## config.mk

```make
export PLATFORM = sky130hd
export DESIGN_NAME = dmem_arbiter_flat
export DESIGN_NICKNAME = d
export VERILOG_FILES = /design/src/rtl/dmem_arbiter_pkg.sv /design/src/rtl/dmem_arbiter_if.sv /design/src/rtl/dmem_arbiter_rr_arb2.sv /design/src/rtl/dmem_arbiter.sv /design/src/flat_wrapper.sv
export SDC_FILE = /design/constraint.sdc
export NUM_CORES = 1
export LEC_CHECK = 0
export ABC_AREA = 1
export CAP_MARGIN = 20
export CORE_AREA = 2 2 230 232
export CTS_BUF_LIST = sky130_fd_sc_hd__clkbuf_8
export DETAILED_ROUTE_END_ITERATION = 6
export DIE_AREA = 0 0 232 234
export SYNTH_ARGS = -nofsm -noshare
export SYNTH_HDL_FRONTEND = slang
export SYNTH_SLANG_ARGS = --single-unit
```

## constraint.sdc

```tcl
create_clock -name clk -period 9.9 [get_ports clk]
set_input_delay 1.485 -clock clk [delete_from_list [all_inputs] [get_ports clk]]
set_output_delay 1.485 -clock clk [all_outputs]
set_load 0.05 [all_outputs]
```

## src/rtl/dmem_arbiter_pkg.sv

```systemverilog
// Shared types and constants for the data-memory arbiter slice.
// Holds the FSM state enum, the requester-id type and memory geometry constants.
// No logic; imported by the interface users, the arbiter top and rr_arb2.
package dmem_arb_pkg;

  // Two-state access sequencer: IDLE arbitrates/accepts, ACCESS drives memory.
  typedef enum logic {
    IDLE   = 1'b0,
    ACCESS = 1'b1
  } state_e;

  // Requester identifier: 0 = pipeline MEM stage, 1 = loader/debug port.
  typedef logic port_id_t;

  localparam int unsigned DMEM_WORD_BYTES    = 8;
  localparam int unsigned DMEM_BYTES_DEFAULT = 512;

endpackage

```

## src/rtl/dmem_arbiter_if.sv

```systemverilog
// Bundle of the request/response handshakes of both requesters and the memory port.
// slave  : arbiter side (consumes requests and read data, drives everything else).
// master : environment side (requesters plus the data memory itself).
// DMEM_ARB_RANGE_CHECK_EN adds the rsp_err_0/rsp_err_1 error strobes.
interface dmem_arbiter_if #(
  parameter int ADDR_W = 64,
  parameter int DATA_W = 64
);
  logic              req_valid_0, req_valid_1;
  logic              req_ready_0, req_ready_1;
  logic              req_write_0, req_write_1;
  logic [ADDR_W-1:0] req_addr_0,  req_addr_1;
  logic [DATA_W-1:0] req_wdata_0, req_wdata_1;
  logic              rsp_valid_0, rsp_valid_1;
  logic [DATA_W-1:0] rsp_rdata_0, rsp_rdata_1;
`ifdef DMEM_ARB_RANGE_CHECK_EN
  logic              rsp_err_0,   rsp_err_1;
`endif
  logic [ADDR_W-1:0] mem_address;
  logic [DATA_W-1:0] mem_data_in;
  logic              mem_read;
  logic              mem_write;
  logic [DATA_W-1:0] mem_data_out;
  logic              busy;

  modport slave (
`ifdef DMEM_ARB_RANGE_CHECK_EN
    output rsp_err_0, rsp_err_1,
`endif
    input  req_valid_0, req_valid_1, req_write_0, req_write_1,
    input  req_addr_0, req_addr_1, req_wdata_0, req_wdata_1,
    output req_ready_0, req_ready_1,
    output rsp_valid_0, rsp_valid_1, rsp_rdata_0, rsp_rdata_1,
    output mem_address, mem_data_in, mem_read, mem_write, busy,
    input  mem_data_out
  );

  modport master (
`ifdef DMEM_ARB_RANGE_CHECK_EN
    input  rsp_err_0, rsp_err_1,
`endif
    output req_valid_0, req_valid_1, req_write_0, req_write_1,
    output req_addr_0, req_addr_1, req_wdata_0, req_wdata_1,
    input  req_ready_0, req_ready_1,
    input  rsp_valid_0, rsp_valid_1, rsp_rdata_0, rsp_rdata_1,
    input  mem_address, mem_data_in, mem_read, mem_write, busy,
    output mem_data_out
  );

endinterface

```

## src/rtl/dmem_arbiter_rr_arb2.sv

```systemverilog
// rr_arb2: two-way round-robin grant with a last-grant register.
// Ports: clk, rst (async, active-high), req_i[1:0], accept_i (grant taken), gnt_o[1:0].
// Grant is combinational; last_grant only advances when the grant is actually taken.
module rr_arb2
  import dmem_arb_pkg::*;
(
  input  logic       clk,
  input  logic       rst,
  input  logic [1:0] req_i,
  input  logic       accept_i,
  output logic [1:0] gnt_o
);

  port_id_t last_grant_q;
  port_id_t last_grant_d;

  // On a tie, favour the port that was not served last.
  always_comb begin
    gnt_o = 2'b00;
    case (req_i)
      2'b01:   gnt_o = 2'b01;
      2'b10:   gnt_o = 2'b10;
      2'b11:   gnt_o = last_grant_q ? 2'b01 : 2'b10;
      default: gnt_o = 2'b00;
    endcase
  end

  always_comb begin
    last_grant_d = last_grant_q;
    if (accept_i) last_grant_d = gnt_o[1];
  end

  // Reset value 1 lets port 0 win the first tie.
  always_ff @(posedge clk or posedge rst) begin
    if (rst) last_grant_q <= 1'b1;
    else     last_grant_q <= last_grant_d;
  end

endmodule

```

## src/rtl/dmem_arbiter.sv

```systemverilog
// dmem_arbiter: shares the single 64-bit data-memory port between two requesters.
// Ports: clk, rst (async, active-high), bus (dmem_arbiter_if.slave: both request/response
// channels, memory control/data, busy). Accept N, ACCESS N+1, rsp_valid N+2.
// Never accepts while in ACCESS. DMEM_ARB_RANGE_CHECK_EN enables alignment/range errors.
module dmem_arbiter
  import dmem_arb_pkg::*;
#(
  parameter int ADDR_W    = 64,
  parameter int DATA_W    = 64
`ifdef DMEM_ARB_RANGE_CHECK_EN
  ,
  parameter int MEM_BYTES = DMEM_BYTES_DEFAULT
`endif
) (
  input logic            clk,
  input logic            rst,
  dmem_arbiter_if.slave  bus
);

  state_e            state_q;
  logic [ADDR_W-1:0] addr_q;
  logic [DATA_W-1:0] wdata_q;
  logic [DATA_W-1:0] rdata_q;
  logic              write_q;
  logic              err_q;
  port_id_t          port_q;
  logic [1:0]        rsp_valid_q;
  logic              mem_read_q;
  logic              mem_write_q;
  logic              busy_q;
`ifdef DMEM_ARB_RANGE_CHECK_EN
  logic [1:0]        rsp_err_q;
`endif

  logic [1:0]        req_vld;
  logic [1:0]        gnt;
  logic              idle;
  logic              accept;
  port_id_t          win_id;
  logic              sel_write;
  logic [ADDR_W-1:0] sel_addr;
  logic [DATA_W-1:0] sel_wdata;
  logic              sel_err;

  assign req_vld = {bus.req_valid_1, bus.req_valid_0};
  // Gated by rst so ready is low for the whole reset pulse.
  assign idle    = (state_q == IDLE) && !rst;
  assign accept  = idle && (|req_vld);

  rr_arb2 u_rr_arb2 (
    .clk      (clk),
    .rst      (rst),
    .req_i    (req_vld),
    .accept_i (accept),
    .gnt_o    (gnt)
  );

  assign win_id          = gnt[1];
  assign bus.req_ready_0 = idle && gnt[0];
  assign bus.req_ready_1 = idle && gnt[1];

  assign sel_write = win_id ? bus.req_write_1 : bus.req_write_0;
  assign sel_addr  = win_id ? bus.req_addr_1  : bus.req_addr_0;
  assign sel_wdata = win_id ? bus.req_wdata_1 : bus.req_wdata_0;

`ifdef DMEM_ARB_RANGE_CHECK_EN
  // One extra bit so addr+7 cannot wrap past zero near the top of the address space.
  logic [ADDR_W:0] last_byte;
  assign last_byte = {1'b0, sel_addr} + (ADDR_W+1)'(DMEM_WORD_BYTES - 1);
  assign sel_err   = (sel_addr[2:0] != 3'd0) || (last_byte >= (ADDR_W+1)'(MEM_BYTES));
`else
  assign sel_err   = 1'b0;
`endif

  always_ff @(posedge clk or posedge rst) begin
    if (rst) begin
      state_q     <= IDLE;
      addr_q      <= '0;
      wdata_q     <= '0;
      rdata_q     <= '0;
      write_q     <= 1'b0;
      err_q       <= 1'b0;
      port_q      <= 1'b0;
      rsp_valid_q <= 2'b00;
      mem_read_q  <= 1'b0;
      mem_write_q <= 1'b0;
      busy_q      <= 1'b0;
`ifdef DMEM_ARB_RANGE_CHECK_EN
      rsp_err_q   <= 2'b00;
`endif
    end else begin
      case (state_q)
        IDLE: begin
          rsp_valid_q <= 2'b00;
`ifdef DMEM_ARB_RANGE_CHECK_EN
          rsp_err_q   <= 2'b00;
`endif
          if (accept) begin
            addr_q      <= sel_addr;
            wdata_q     <= sel_wdata;
            write_q     <= sel_write;
            err_q       <= sel_err;
            port_q      <= win_id;
            // Memory strobes are registered so they line up exactly with ACCESS;
            // an erroneous request gets an ACCESS cycle with no memory side effect.
            mem_read_q  <= !sel_write && !sel_err;
            mem_write_q <= sel_write && !sel_err;
            busy_q      <= 1'b1;
            state_q     <= ACCESS;
          end
        end
        ACCESS: begin
          if (err_q)         rdata_q <= '0;
          else if (!write_q) rdata_q <= bus.mem_data_out;
          rsp_valid_q <= port_q ? 2'b10 : 2'b01;
`ifdef DMEM_ARB_RANGE_CHECK_EN
          rsp_err_q   <= err_q ? (port_q ? 2'b10 : 2'b01) : 2'b00;
`endif
          mem_read_q  <= 1'b0;
          mem_write_q <= 1'b0;
          busy_q      <= 1'b0;
          state_q     <= IDLE;
        end
        default: state_q <= IDLE;
      endcase
    end
  end

  // Address/data hold their last captured values outside ACCESS.
  assign bus.mem_address = addr_q;
  assign bus.mem_data_in = wdata_q;
  assign bus.mem_read    = mem_read_q;
  assign bus.mem_write   = mem_write_q;
  assign bus.busy        = busy_q;
  assign bus.rsp_valid_0 = rsp_valid_q[0];
  assign bus.rsp_valid_1 = rsp_valid_q[1];
  assign bus.rsp_rdata_0 = rdata_q;
  assign bus.rsp_rdata_1 = rdata_q;
`ifdef DMEM_ARB_RANGE_CHECK_EN
  assign bus.rsp_err_0   = rsp_err_q[0];
  assign bus.rsp_err_1   = rsp_err_q[1];
`endif

endmodule

```

## src/flat_wrapper.sv

```systemverilog
// flat-port wrapper written by rule: the top's interface ports become plain ports
module dmem_arbiter_flat import dmem_arb_pkg::*;
#(
  parameter int ADDR_W    = 64,
  parameter int DATA_W    = 64

)
  (clk, rst, bus_req_valid_0, bus_req_valid_1, bus_req_write_0, bus_req_write_1, bus_req_addr_0, bus_req_addr_1, bus_req_wdata_0, bus_req_wdata_1, bus_req_ready_0, bus_req_ready_1, bus_rsp_valid_0, bus_rsp_valid_1, bus_rsp_rdata_0, bus_rsp_rdata_1, bus_mem_address, bus_mem_data_in, bus_mem_read, bus_mem_write, bus_busy, bus_mem_data_out);
  dmem_arbiter_if #(.ADDR_W(ADDR_W), .DATA_W(DATA_W)) bus_i ();
  input logic clk;
  input logic rst;
  input wire logic [$bits(bus_i.req_valid_0)-1:0] bus_req_valid_0;
  input wire logic [$bits(bus_i.req_valid_1)-1:0] bus_req_valid_1;
  input wire logic [$bits(bus_i.req_write_0)-1:0] bus_req_write_0;
  input wire logic [$bits(bus_i.req_write_1)-1:0] bus_req_write_1;
  input wire logic [$bits(bus_i.req_addr_0)-1:0] bus_req_addr_0;
  input wire logic [$bits(bus_i.req_addr_1)-1:0] bus_req_addr_1;
  input wire logic [$bits(bus_i.req_wdata_0)-1:0] bus_req_wdata_0;
  input wire logic [$bits(bus_i.req_wdata_1)-1:0] bus_req_wdata_1;
  output wire logic [$bits(bus_i.req_ready_0)-1:0] bus_req_ready_0;
  output wire logic [$bits(bus_i.req_ready_1)-1:0] bus_req_ready_1;
  output wire logic [$bits(bus_i.rsp_valid_0)-1:0] bus_rsp_valid_0;
  output wire logic [$bits(bus_i.rsp_valid_1)-1:0] bus_rsp_valid_1;
  output wire logic [$bits(bus_i.rsp_rdata_0)-1:0] bus_rsp_rdata_0;
  output wire logic [$bits(bus_i.rsp_rdata_1)-1:0] bus_rsp_rdata_1;
  output wire logic [$bits(bus_i.mem_address)-1:0] bus_mem_address;
  output wire logic [$bits(bus_i.mem_data_in)-1:0] bus_mem_data_in;
  output wire logic [$bits(bus_i.mem_read)-1:0] bus_mem_read;
  output wire logic [$bits(bus_i.mem_write)-1:0] bus_mem_write;
  output wire logic [$bits(bus_i.busy)-1:0] bus_busy;
  input wire logic [$bits(bus_i.mem_data_out)-1:0] bus_mem_data_out;
  assign bus_i.req_valid_0 = bus_req_valid_0;
  assign bus_i.req_valid_1 = bus_req_valid_1;
  assign bus_i.req_write_0 = bus_req_write_0;
  assign bus_i.req_write_1 = bus_req_write_1;
  assign bus_i.req_addr_0 = bus_req_addr_0;
  assign bus_i.req_addr_1 = bus_req_addr_1;
  assign bus_i.req_wdata_0 = bus_req_wdata_0;
  assign bus_i.req_wdata_1 = bus_req_wdata_1;
  assign bus_req_ready_0 = bus_i.req_ready_0;
  assign bus_req_ready_1 = bus_i.req_ready_1;
  assign bus_rsp_valid_0 = bus_i.rsp_valid_0;
  assign bus_rsp_valid_1 = bus_i.rsp_valid_1;
  assign bus_rsp_rdata_0 = bus_i.rsp_rdata_0;
  assign bus_rsp_rdata_1 = bus_i.rsp_rdata_1;
  assign bus_mem_address = bus_i.mem_address;
  assign bus_mem_data_in = bus_i.mem_data_in;
  assign bus_mem_read = bus_i.mem_read;
  assign bus_mem_write = bus_i.mem_write;
  assign bus_busy = bus_i.busy;
  assign bus_i.mem_data_out = bus_mem_data_out;
  dmem_arbiter #(.ADDR_W(ADDR_W), .DATA_W(DATA_W)) u_core (.clk(clk), .rst(rst), .bus(bus_i));
endmodule
```

# After elaboration in Yosys (flattened, before gate mapping)

Cells that the tools add are included.

$add $sub $neg: 0
Multipliers: 0
Div/mod/pow operators: 0
Magnitude comparators: 0
Equal/unequal tests: 4
Shifts and indexed selects: 0
Multiplexer cells: 16
Bitwise gates (word level): 2
Reduce and logical (&&, ||, !) cells: 9

Operators by type and width:

| operator                                            | number |
|---|---|
| two-way mux 64 bit                                  | 3 |
| case mux 1 bit (2 select lines)                     | 4 |
| case mux 2 bit (3 select lines)                     | 1 |
| two-way mux 1 bit                                   | 5 |
| equality test 2 bit, second input constant          | 2 |
| logical AND 1 bit                                   | 4 |
| two-way mux 2 bit                                   | 2 |
| case mux 2 bit (2 select lines)                     | 1 |
| AND reduction 2 bit                                 | 2 |
| equality test 2 x 1 -> 1 bit, second input constant | 1 |
| logical NOT 1 bit                                   | 2 |
| != test 2 x 1 -> 1 bit, second input constant       | 1 |
| inverter 1 bit                                      | 2 |
| OR reduction 2 bit                                  | 1 |

Bits in registers: 201
Latch bits: 0
RAM bits: 0
Bits in read-only memories: 0
Output and inout bits: 263
Logic and storage cells: 42
Memories kept: 0

# Depth between registers and ports, before layout

Gate-level depths: netlist of run 1.

Depth after elaboration: 6
Depth in mapped cells: 8
Depth with buffers taken out: 6

# Cells and area by module

Synthesis of run 1 repeated with hierarchy kept, for this count alone.

Cell total of the unflattened synthesis: 1345
Area, all modules: 9754.4 µm²

Modules (own cells, without submodules):

| module       | instances | cells an instance | area an instance (µm²) |
|---|---|---|---|
| dmem_arbiter | 1         | 1335              | 9686.8 |
| rr_arb2      | 1         | 10                | 67.6 |

# Least setup slack after synthesis of run 1

No wires, ideal clock.

Path type: in2out
Start point: input port rst
End point: output port bus_req_ready_0
Arrival time: 7.084 ns
Data required time: 8.415 ns
Slack: 1.331 ns
Stages on the path: 6
Cell sequence: inv_1 nand2_2 nor2_4 inv_2 buf_2 nor2_1

Word-level cells in the longest chain between the ends: 3

Ends and longest elaborated chain:

| what               | RTL line           | text |
|---|---|---|
| start: declaration | flat_wrapper.sv:11 | `input logic rst;` |
| logical NOT 1 bit  | dmem_arbiter.sv:47 | `assign idle = (state_q == IDLE) && !rst;` |
| logical AND 1 bit  | dmem_arbiter.sv:47 |  |
| logical AND 1 bit  | dmem_arbiter.sv:59 | `assign bus.req_ready_0 = idle && gnt[0];` |
| end: declaration   | flat_wrapper.sv:20 | `output wire logic [$bits(bus_i.req_ready_0)-1:0] bus_req_ready_0;` |

No other way between the ends.

# Final worst setup path of run 1

Start point: input port rst
End point: output port bus_req_ready_1

Word-level cells in the longest chain between the ends: 3

Ends and longest elaborated chain:

| what              | RTL line           | text |
|---|---|---|
| logical NOT 1 bit | dmem_arbiter.sv:47 |  |
| logical AND 1 bit | dmem_arbiter.sv:47 |  |
| logical AND 1 bit | dmem_arbiter.sv:60 | `assign bus.req_ready_1 = idle && gnt[1];` |
| end: declaration  | flat_wrapper.sv:21 | `output wire logic [$bits(bus_i.req_ready_1)-1:0] bus_req_ready_1;` |

No other way between the ends.

==> qor.csv, run 1 <==
stage,metric,value,unit
run_status,status,finished clean,
place,dpl ws,3.91,ns
timing,worst slew pin tran,0.935,ns
timing,RSZ-0062 raised after global routing,no,
worst_hold_path,Hold Startpoint,u_core.port_q,
worst_setup_path,Worst Reg-to-Reg Cells,6,
worst_setup_path,worst-path maximum fanout,70,
synth,Post-Syn Area,9850,um2
timing,"Slew Viols, Final",0,
cts,Longest Clk Path Bufs,3,
synth,Yosys reg bits,201,
cts,CTS Hold Bufs,0,
timing,skew final,0.0306,ns
timing,Hold WS,0.462,ns
place,Placed Cells incl. Taps,2480,
pwr,Peak VDD IR,86.9,uV
timing,min Tclk post-route,5.91,ns
synth,Synth async-reset ratio,100,%
cts,clk_lat worst skew,0.57,ns
synth,Syn Area/Cell,7.41,um2
job,Max-cap violations,0,
timing,final setup TNS,0,ns
synth,sequential share of the synthesized area,51.1,%
routing,# DRC,0,
synth,post-synth cell types,19,
cells_and_area,share of cells above drive strength 1,3.72,%
worst_hold_path,Hold Path Class,reg2reg,
cts,clk root buf,clkbuf_8,
pwr,total power,0.00386,W
place,IO buf count,588,
worst_setup_path,reg2reg start,u_core.u_rr_arb2.last_grant_q,
cells_and_area,most frequent cells in the layout,"clkdlybuf4s50_1, nand2_1, inv_1, dfrtp_1, nor2_1",
routing,Post-DRT Antenna Nets,0,
pwr,power per cell area,232,nW/um2
cts,cts bufs inserted,38,
place,Final GP Congestion,0.846,
cts,Resized cells post-CTS,0,
die,Die ar.,54300,um2
routing,via count,9908,
timing,final hold vios,0,
routing,Detailed Route Iter0 Violations,335,
die,I/O pins,589,
global_routing,initial antenna violation count,3,
global_routing,remaining global-route overflow,0,
timing,Final setup viols,0,
die,CORE AREA,52000,um2
global_routing,vias in the first global route,9951,
timing,f_max,169,MHz
worst_setup_path,register-to-register setup slack,7.21,ns
cts,# clock sinks,201,
cells_and_area,Non-Filler Instances,2548,
cts,setup repair bufs after CTS,0,
timing,Tcrit/Tclk final,59.6,%
timing,Slew headroom,37.7,%
synth,syn_nets,1655,
synth,ys flop type,dfrtp_1,
pwr,leak pwr,7.89,nW
cts,CTS tree,yes,
worst_hold_path,hold path depth,1,
synth,Ys Warns,0,
cells_and_area,fillers,5482,
cts,Clock transition at path regs,0.05,ns
routing,DRT Wirelength,38600,um
global_routing,All-Layer GR Usage,13.6,%
cells_and_area,"most common cell after layout, fill and taps aside",clkdlybuf4s50_1,
die,Starting Density,18.9,%
die,row count,84,
routing,Via-to-Cell Ratio,3.89,
cts,H-Tree Depth,2,
worst_setup_path,worst path required time,8.42,ns
worst_setup_path,Worst Path Arrival,4.42,ns
worst_hold_path,Min-Delay Endpoint,u_core.rsp_valid_q[0],
global_routing,pin count of the biggest net entering global routing,97,
routing,WL/cell,15.1,um
place,DP HPWL,29000,um
die,die height,234,um
timing,final setup margin,3.99,ns
cells_and_area,Final nets,2158,
cells_and_area,Area growth syn-to-layout,68.6,%
routing,drt pass-1 iters,4,
worst_setup_path,Crit Path Class,in2out,
worst_setup_path,CP endpoint kind,primary output,
synth,Post-synth EDFFs,0,
global_routing,first-pass GRT wire length,56900,um
die,Die X,232,um
worst_setup_path,worst reg2reg path endpoint,u_core.bus.mem_address[21],
synth,Synth Instances,1329,
worst_setup_path,Startpoint Class,primary input,
power breakdown:
group          switching [W]  internal [W]  leakage [nW]
sequential          0.000138       0.00100          2.46
combinational        0.00128      0.000624          5.00
clock               0.000369      0.000448         0.433
total                0.00179       0.00207          7.89
cell families after synthesis:
family                 count (synthesis)  synth area share [%]
buffers and inverters                333                  16.0
DFF                                  201                  51.1
AOI/OAI and AO/OA                    193                  9.81
and+or+nand+nor                      602                  23.1
critical path, stage by stage:
cell and delay, ns:
clkdlybuf4s50_1 0.49, inv_8 0.39, nand2_2 0.14, nor2_4 0.13, buf_4 0.60, nand2_1 0.18
inv_1 0.09, clkdlybuf4s50_1 0.79
cell usage after synthesis, types with 2 or more instances:
| cell type | number | area, um2 |
|---|---|---|
| buf_4 | 66 | 495 |
| inv_1 | 197 | 739 |
| buf_1 | 2 | 7.51 |
| o21ai_0 | 78 | 390 |
| buf_2 | 57 | 285 |
| inv_2 | 2 | 7.51 |
| o21ai_1 | 114 | 571 |
| dfrtp_1 | 200 | 5000 |
| clkbuf_1 | 6 | 22.5 |
| nand2_1 | 464 | 1740 |
| nor2_1 | 133 | 499 |
| nand3_1 | 2 | 10.0 |
| clkbuf_2 | 2 | 10.0 |
worst max-delay path by stage:
stage          start               to  slack [ns]  cells past startpoint
5_1_grt          rst  bus_req_ready_1        3.76                      8
3_3_place_gp     rst  bus_req_ready_1        3.91                      8
6_report         rst  bus_req_ready_1        3.99                      8
3_5_place_dp     rst  bus_req_ready_1        3.91                      8
2_1_floorplan    rst  bus_req_ready_0        1.33                      6
4_1_cts          rst  bus_req_ready_1        3.93                      8
metal layers:
layer	routed length, um	GRT usage (%)	vias to the layer above
met3	3610	4.57	64
met4	1780	6.97	0
met2	18600	23.5	441
met5	0	0	-
li1	-	-	4905
met1	14600	14.7	4498
stage by stage:
| step | util, % | instance area (um2) |
|---|---|---|
| finish | 31.9 | 16600 |
| global route | 31.9 | 16600 |
| CTS | 31.9 | 16600 |
| detailed placement | 30.5 | 15900 |
| global placement | 30.5 | 15900 |
| floorplan | - | 9850 |
flip-flops by register name, summed over array words and instances, names as in the netlist:
register                       count
u_core.u_rr_arb2.last_grant_q      1
u_core.bus.mem_read                1
u_core.bus.mem_address            64
u_core.bus.busy                    1
u_core.state_q                     1
u_core.bus.mem_write               1
u_core.rsp_valid_q                 2
u_core.write_q                     1
u_core.bus.mem_data_in            64
u_core.port_q                      1
u_core.bus.rsp_rdata_0            64
final cells by class:
type	instances	area (um2)	area share, %
clock inverter	15	61.3	0.369
clock buffer	50	688	4.14
tap	688	861	5.18
antenna	3	7.51	0.0452
sequential	201	5030	30.3
multi-input combinational	795	3250	19.6
timing repair buffer	597	5950	35.8
inverter	199	757	4.56
Power figures use the tool's default switching activity.
==> run 2, diff against run 1 <==
==> constraint.sdc (replaced) <==
create_clock -name clk -period 5.5 [get_ports clk]
set_input_delay 0.825 -clock clk [delete_from_list [all_inputs] [get_ports clk]]
set_output_delay 0.825 -clock clk [all_outputs]
set_load 0.05 [all_outputs]
==> run 2 against run 1 <==
Via count increased by 0.82%. Cell count increased by 0.12%. Clock power increased by 91%. Worst setup slack got worse by 2.6 ns. Critical endpoint is now bus_req_ready_0. Largest cell class unchanged. Highest routed layer unchanged.
==> qor.csv, run 2 (synthesis gave the netlist of run 1 again) <==
stage,metric,value,unit,change
run_status,status,finished clean,,
pwr,combinational share of power,48.6,%,-0.7 points
worst_setup_path,worst path buffer plus inverter count,5,,unchanged
routing,WL/cell,15.3,um,+1.2%
pwr,P_int,0.00381,W,+84%
cts,clk root buf,clkbuf_8,,
timing,final setup TNS,0,ns,unchanged
die,Starting Density,18.9,%,unchanged
routing,DRT Wirelength,39100,um,+1.3%
pwr,Clk pwr share,22.1,%,+0.9 points
global_routing,initial antenna violation count,1,,-2
worst_setup_path,CP top delay family,buffers and inverters,,
die,row count,84,,unchanged
cts,Longest Clk Path Bufs,3,,unchanged
timing,skew final,0.0148,ns,-0.0158 ns
routing,via count,9989,,+0.82%
place,Placed Cells incl. Taps,2481,,+0.040%
die,I/O pins,589,,unchanged
global_routing,pin count of the biggest net entering global routing,203,,+110%
die,Die ar.,54300,um2,unchanged
pwr,P_sw,0.00324,W,+81%
timing,Slew headroom,27.6,%,-10 points
worst_setup_path,Crit Path Class,in2out,,
job,Max-cap violations,0,,unchanged
die,die height,234,um,unchanged
timing,Tcrit/Tclk final,74.0,%,
cells_and_area,Non-Filler Instances,2551,,+0.12%
cts,clk_lat worst skew,0.55,ns,-0.02 ns
worst_setup_path,Startpoint Class,primary input,,
timing,worst slew pin tran,1.09,ns,+0.152 ns
cts,cts bufs inserted,40,,+5.3%
worst_hold_path,Hold Path Class,reg2reg,,
global_routing,remaining global-route overflow,0,,unchanged
cells_and_area,"most common cell after layout, fill and taps aside",clkdlybuf4s50_1,,
pwr,power per cell area,422,nW/um2,+82%
cells_and_area,share of cells above drive strength 1,3.87,%,+0.15 points
cells_and_area,Area growth syn-to-layout,69.4,%,
routing,drt pass-1 iters,4,,unchanged
worst_setup_path,Worst Path Arrival,3.25,ns,-1.17 ns
timing,RSZ-0062 raised after global routing,no,,
cells_and_area,Final nets,2161,,+0.14%
die,CORE AREA,52000,um2,unchanged
cts,CTS tree,yes,,
worst_setup_path,worst path required time,4.68,ns,-3.74 ns
routing,Detailed Route Iter0 Violations,363,,+8.4%
worst_setup_path,crit-path max cell delay,0.81,ns,+0.02 ns
cts,setup repair bufs after CTS,0,,unchanged
cells_and_area,most frequent cells in the layout,"clkdlybuf4s50_1, nand2_1, inv_1, dfrtp_1, nor2_1",,
place,Final GP Congestion,0.897,,+6.0%
place,DP HPWL,29400,um,+1.2%
cts,CTS Hold Bufs,0,,unchanged
routing,Post-DRT Antenna Nets,0,,unchanged
worst_setup_path,worst-path maximum fanout,36,,-49%
cts,H-Tree Depth,2,,unchanged
routing,# DRC,0,,unchanged
cts,# clock sinks,201,,unchanged
worst_setup_path,CP endpoint kind,primary output,,
timing,final hold vios,0,,unchanged
timing,Final setup viols,0,,unchanged
routing,Via-to-Cell Ratio,3.92,,+0.70%
place,IO buf count,588,,unchanged
pwr,sequential share of power,29.2,%,-0.3 points
worst_setup_path,cells along the critical path,clkdlybuf4s50_1 > clkinvlp_4 > nand2_2 > nor2_4 > buf_4 > inv_4 > nor2_1 > clkdlybuf4s50_1,,
timing,Hold WS,0.471,ns,+0.00944 ns
worst_setup_path,CP max-delay cell,clkdlybuf4s50_1,,
pwr,Peak VDD IR,173,uV,+100%
pwr,leak pwr,7.94,nW,+0.60%
cts,Clock transition at path regs,0.05,ns,about the same
global_routing,vias in the first global route,9860,,-0.91%
global_routing,first-pass GRT wire length,56700,um,-0.23%
worst_setup_path,"most used cell, CP",clkdlybuf4s50_1,,
global_routing,All-Layer GR Usage,13.7,%,+0.11 points
timing,min Tclk post-route,4.07,ns,
cts,Resized cells post-CTS,0,,unchanged
die,Die X,232,um,unchanged
timing,"Slew Viols, Final",0,,unchanged
timing,f_max,246,MHz,
pwr,Switching Fraction,45.9,%,-0.41 points
pwr,total power,0.00705,W,+83%
cells_and_area,utilization after layout,32.1,%,+0.16 points
==> run 2: area by class of cell <==
type                            instances  area, um2
Antenna cell                            1       2.50
Inverter                              199        753
Tap cell                              688        861
Fill cell                            5513      35300
Clock buffer                           52        716
Clock inverter                         17       91.3
Timing Repair Buffer                  598       5990
Sequential cell                       201       5030
Multi-Input combinational cell        795       3250
==> run 2: per-layer routing <==
| layer | vias to the layer above | GRT usage [%] | share of wire (%) |
|---|---|---|---|
| met4 | 0 | 6.37 | 4.1 |
| met1 | 4560 | 14.4 | 37 |
| li1 | 4919 | - | - |
| met2 | 446 | 24.1 | 49 |
| met3 | 64 | 5.18 | 9.6 |
| met5 | - | 0 | 0 |
==> run 2: worst reg2reg max path: cells and delay by family (launching register included) <==
kind	cells	cell delay [ns]
AOI/OAI and AO/OA	1	0.10
buffers and inverters	5	1.84
DFF	1	0.38
and+or+nand+nor	3	0.32
==> run 2: stage by stage <==
step                      cell area (um2)  setup slack, ns
after floorplan                      9850           0.0105
after global placement              15900             1.35
after detailed placement            15900             1.34
after CTS                           16700             1.33
after global routing                16700             1.23
final                               16700             1.43
==> run 2: final timing paths <==
check	start	to	slack, ns	cells past startpoint
setup / recovery	rst	bus_req_ready_0	1.43	8
hold / removal	u_core.port_q	u_core.rsp_valid_q[0]	0.47	1
setup reg to reg	u_core.state_q	u_core.bus.mem_data_in[54]	2.81	9
hold reg to reg	u_core.port_q	u_core.rsp_valid_q[0]	0.47	1
max in group asynchronous	rst	u_core.bus.mem_address[24]	3.32	4
min in group asynchronous	rst	u_core.bus.rsp_rdata_0[33]	0.91	3
==> run 2: power by group through the flow <==
stage / clock network [W] / registers [W] / logic (W)
after floorplan: 0 / 0.00313 / 0.00115
after global placement: 0 / 0.00208 / 0.00344
after detailed placement: 0 / 0.00208 / 0.00345
after CTS: 0.00164 / 0.00207 / 0.00346
after global routing: 0.00171 / 0.00210 / 0.00359
final: 0.00156 / 0.00206 / 0.00343
==> run 3, diff against run 2 <==
==> constraint.sdc (replaced) <==
create_clock -name clk -period 4 [get_ports clk]
set_input_delay 0.6 -clock clk [delete_from_list [all_inputs] [get_ports clk]]
set_output_delay 0.6 -clock clk [all_outputs]
set_load 0.05 [all_outputs]
==> run 3 against run 2 <==
Cell count about the same. Cell area about the same. Register-to-register slack worse by 0.90 ns. Core utilization about the same. Clock skew down 0.0042 ns. Combinational power up 38%. Via count up 0.12%. Flip-flop and latch count unchanged. Clock power up 28%.
==> qor.csv, run 3 (synthesis gave the netlist of run 1 again) <==
stage,metric,value,unit,change
cells_and_area,fillers,5527,,+0.25%
timing,final setup TNS,0,ns,unchanged
die,Starting Density,18.9,%,unchanged
place,IO buf count,588,,unchanged
global_routing,remaining global-route overflow,0,,unchanged
routing,Via-to-Cell Ratio,3.92,,+0.20%
global_routing,vias in the first global route,9741,,-1.2%
cts,clk_lat worst skew,0.56,ns,about the same
pwr,Peak VDD IR,234,uV,+35%
global_routing,pin count of the biggest net entering global routing,128,,-37%
die,row count,84,,unchanged
cells_and_area,share of cells above drive strength 1,4.03,%,+0.17 points
timing,Final setup viols,0,,unchanged
routing,drt pass-1 iters,5,,+1
cts,setup repair bufs after CTS,0,,unchanged
worst_hold_path,Min-Delay Endpoint,u_core.rsp_valid_q[0],,
cells_and_area,Area growth syn-to-layout,69.4,%,about the same
timing,final hold vios,0,,unchanged
timing,RSZ-0062 raised after global routing,no,,
cts,Longest Clk Path Bufs,3,,unchanged
pwr,leak pwr,7.92,nW,-0.23%
cells_and_area,"most common cell after layout, fill and taps aside",clkdlybuf4s50_1,,
cells_and_area,Final nets,2159,,-0.093%
die,Die ar.,54300,um2,unchanged
worst_setup_path,reg2reg start,u_core.state_q,,
timing,Tcrit/Tclk final,64.7,%,
worst_hold_path,hold path depth,1,,unchanged
worst_setup_path,worst-path maximum fanout,24,,-33%
worst_setup_path,Worst Path Arrival,1.99,ns,-1.26 ns
timing,Slew headroom,38.7,%,+11 points
routing,WL/cell,15.1,um,-1.5%
timing,min Tclk post-route,2.59,ns,
cells_and_area,utilization after layout,32.1,%,about the same
timing,skew final,0.0106,ns,-0.00425 ns
timing,"Slew Viols, Final",0,,unchanged
cts,CTS Hold Bufs,0,,unchanged
routing,via count,10001,,+0.12%
worst_setup_path,worst path required time,3.40,ns,-1.28 ns
routing,# DRC,0,,unchanged
global_routing,All-Layer GR Usage,13.6,%,-0.086 points
die,I/O pins,589,,unchanged
worst_setup_path,Worst Reg-to-Reg Cells,5,,-4
pwr,total power,0.00955,W,+35%
job,Max-cap violations,0,,unchanged
cts,clk root buf,clkbuf_8,,
routing,DRT Wirelength,38500,um,-1.5%
worst_setup_path,CP endpoint kind,primary output,,
worst_setup_path,Crit Path Class,reg2out,,
place,Final GP Congestion,0.863,,-3.8%
cells_and_area,Finished Cell Area,16700,um2,about the same
cts,cts bufs inserted,39,,-2.5%
worst_hold_path,Hold Path Class,reg2reg,,
routing,Post-DRT Antenna Nets,0,,unchanged
die,Die X,232,um,unchanged
cts,Resized cells post-CTS,0,,unchanged
worst_setup_path,worst reg2reg path endpoint,u_core.bus.rsp_rdata_0[31],,
cts,# clock sinks,201,,unchanged
cts,H-Tree Depth,2,,unchanged
pwr,power per cell area,572,nW/um2,+35%
routing,Detailed Route Iter0 Violations,379,,+4.4%
worst_hold_path,Hold Startpoint,u_core.port_q,,
place,Placed Cells incl. Taps,2480,,-0.040%
die,CORE AREA,52000,um2,unchanged
timing,worst slew pin tran,0.920,ns,-0.166 ns
global_routing,initial antenna violation count,3,,+2
place,DP HPWL,28900,um,-1.7%
cells_and_area,most frequent cells in the layout,"clkdlybuf4s50_1, nand2_1, inv_1, dfrtp_1, nor2_1",,
place,dpl cell area,15900,um2,+0.35%
timing,f_max,386,MHz,
die,die height,234,um,unchanged
worst_setup_path,register-to-register setup slack,1.91,ns,-0.90 ns
worst_setup_path,Startpoint Class,flop,,
run_status,status,finished clean,,
global_routing,first-pass GRT wire length,57000,um,+0.43%
cells_and_area,Non-Filler Instances,2549,,-0.078%
cts,CTS tree,yes,,
cts,Clock transition at path regs,0.06,ns,about the same
worst_setup_path,Setup crit start,u_core.u_rr_arb2.last_grant_q,,
[run 3: changes by cell type in the layout (fill, tap and decap cells not counted), sizes merged]
cell and delta:
clkdlybuf4s50 -2, clkbuf -4, bufinv -1, clkinvlp +2, buf +1, diode +1, clkinv +1
[run 3: per-layer routing]
metal  wire length (um)  part of all wire, %  global-route usage, %
met5                 13                0.034                      0
met2              18100                   47                   22.7
met3               4040                   10                   5.31
met1              14400                   37                   14.8
met4               1960                  5.1                   7.37
[run 3: per-stage QoR]
stage | hold slack (ns) | setup slack, ns
2_1_floorplan | 0.425 | -0.931
3_3_place_gp | 0.446 | 1.32
3_5_place_dp | 0.461 | 1.31
4_1_cts | 0.472 | 1.29
5_1_grt | 0.501 | 1.25
6_report | 0.465 | 1.41
[run 3: worst max-delay path by stage]
stage,to
final,bus_req_ready_1
after global routing,bus_req_ready_1
after CTS,bus_req_ready_1
after detailed placement,u_core.bus.mem_address[20]
after global placement,u_core.bus.mem_address[22]
after floorplan,bus_req_ready_1
[run 3: area by class of cell]
cell class                      instances  area (um2)  share of cell area (%)
Antenna cell                            2        5.00                  0.0300
Clock buffer                           48         661                    3.96
Clock inverter                         19        82.6                   0.495
Inverter                              199         757                    4.54
Multi-Input combinational cell        795        3270                    19.6
Sequential cell                       201        5030                    30.2
Tap cell                              688         861                    5.16
Timing Repair Buffer                  597        6020                    36.1
[run 3: worst max-delay path, stage by stage, from the launching register on]
cell,delay [ns]
dfstp_2,0.53
nand2_1,0.09
nand2_4,0.27
inv_1,0.16
nand2_4,0.12
clkinvlp_4,0.09
buf_12,0.15
[run 3: where the power goes]
group	switching (W)	total, W	internal [W]
registers	0.000334	0.00281	0.00248
logic	0.00318	0.00474	0.00155
clock network	0.000923	0.00200	0.00108
total	0.00444	0.00955	0.00511
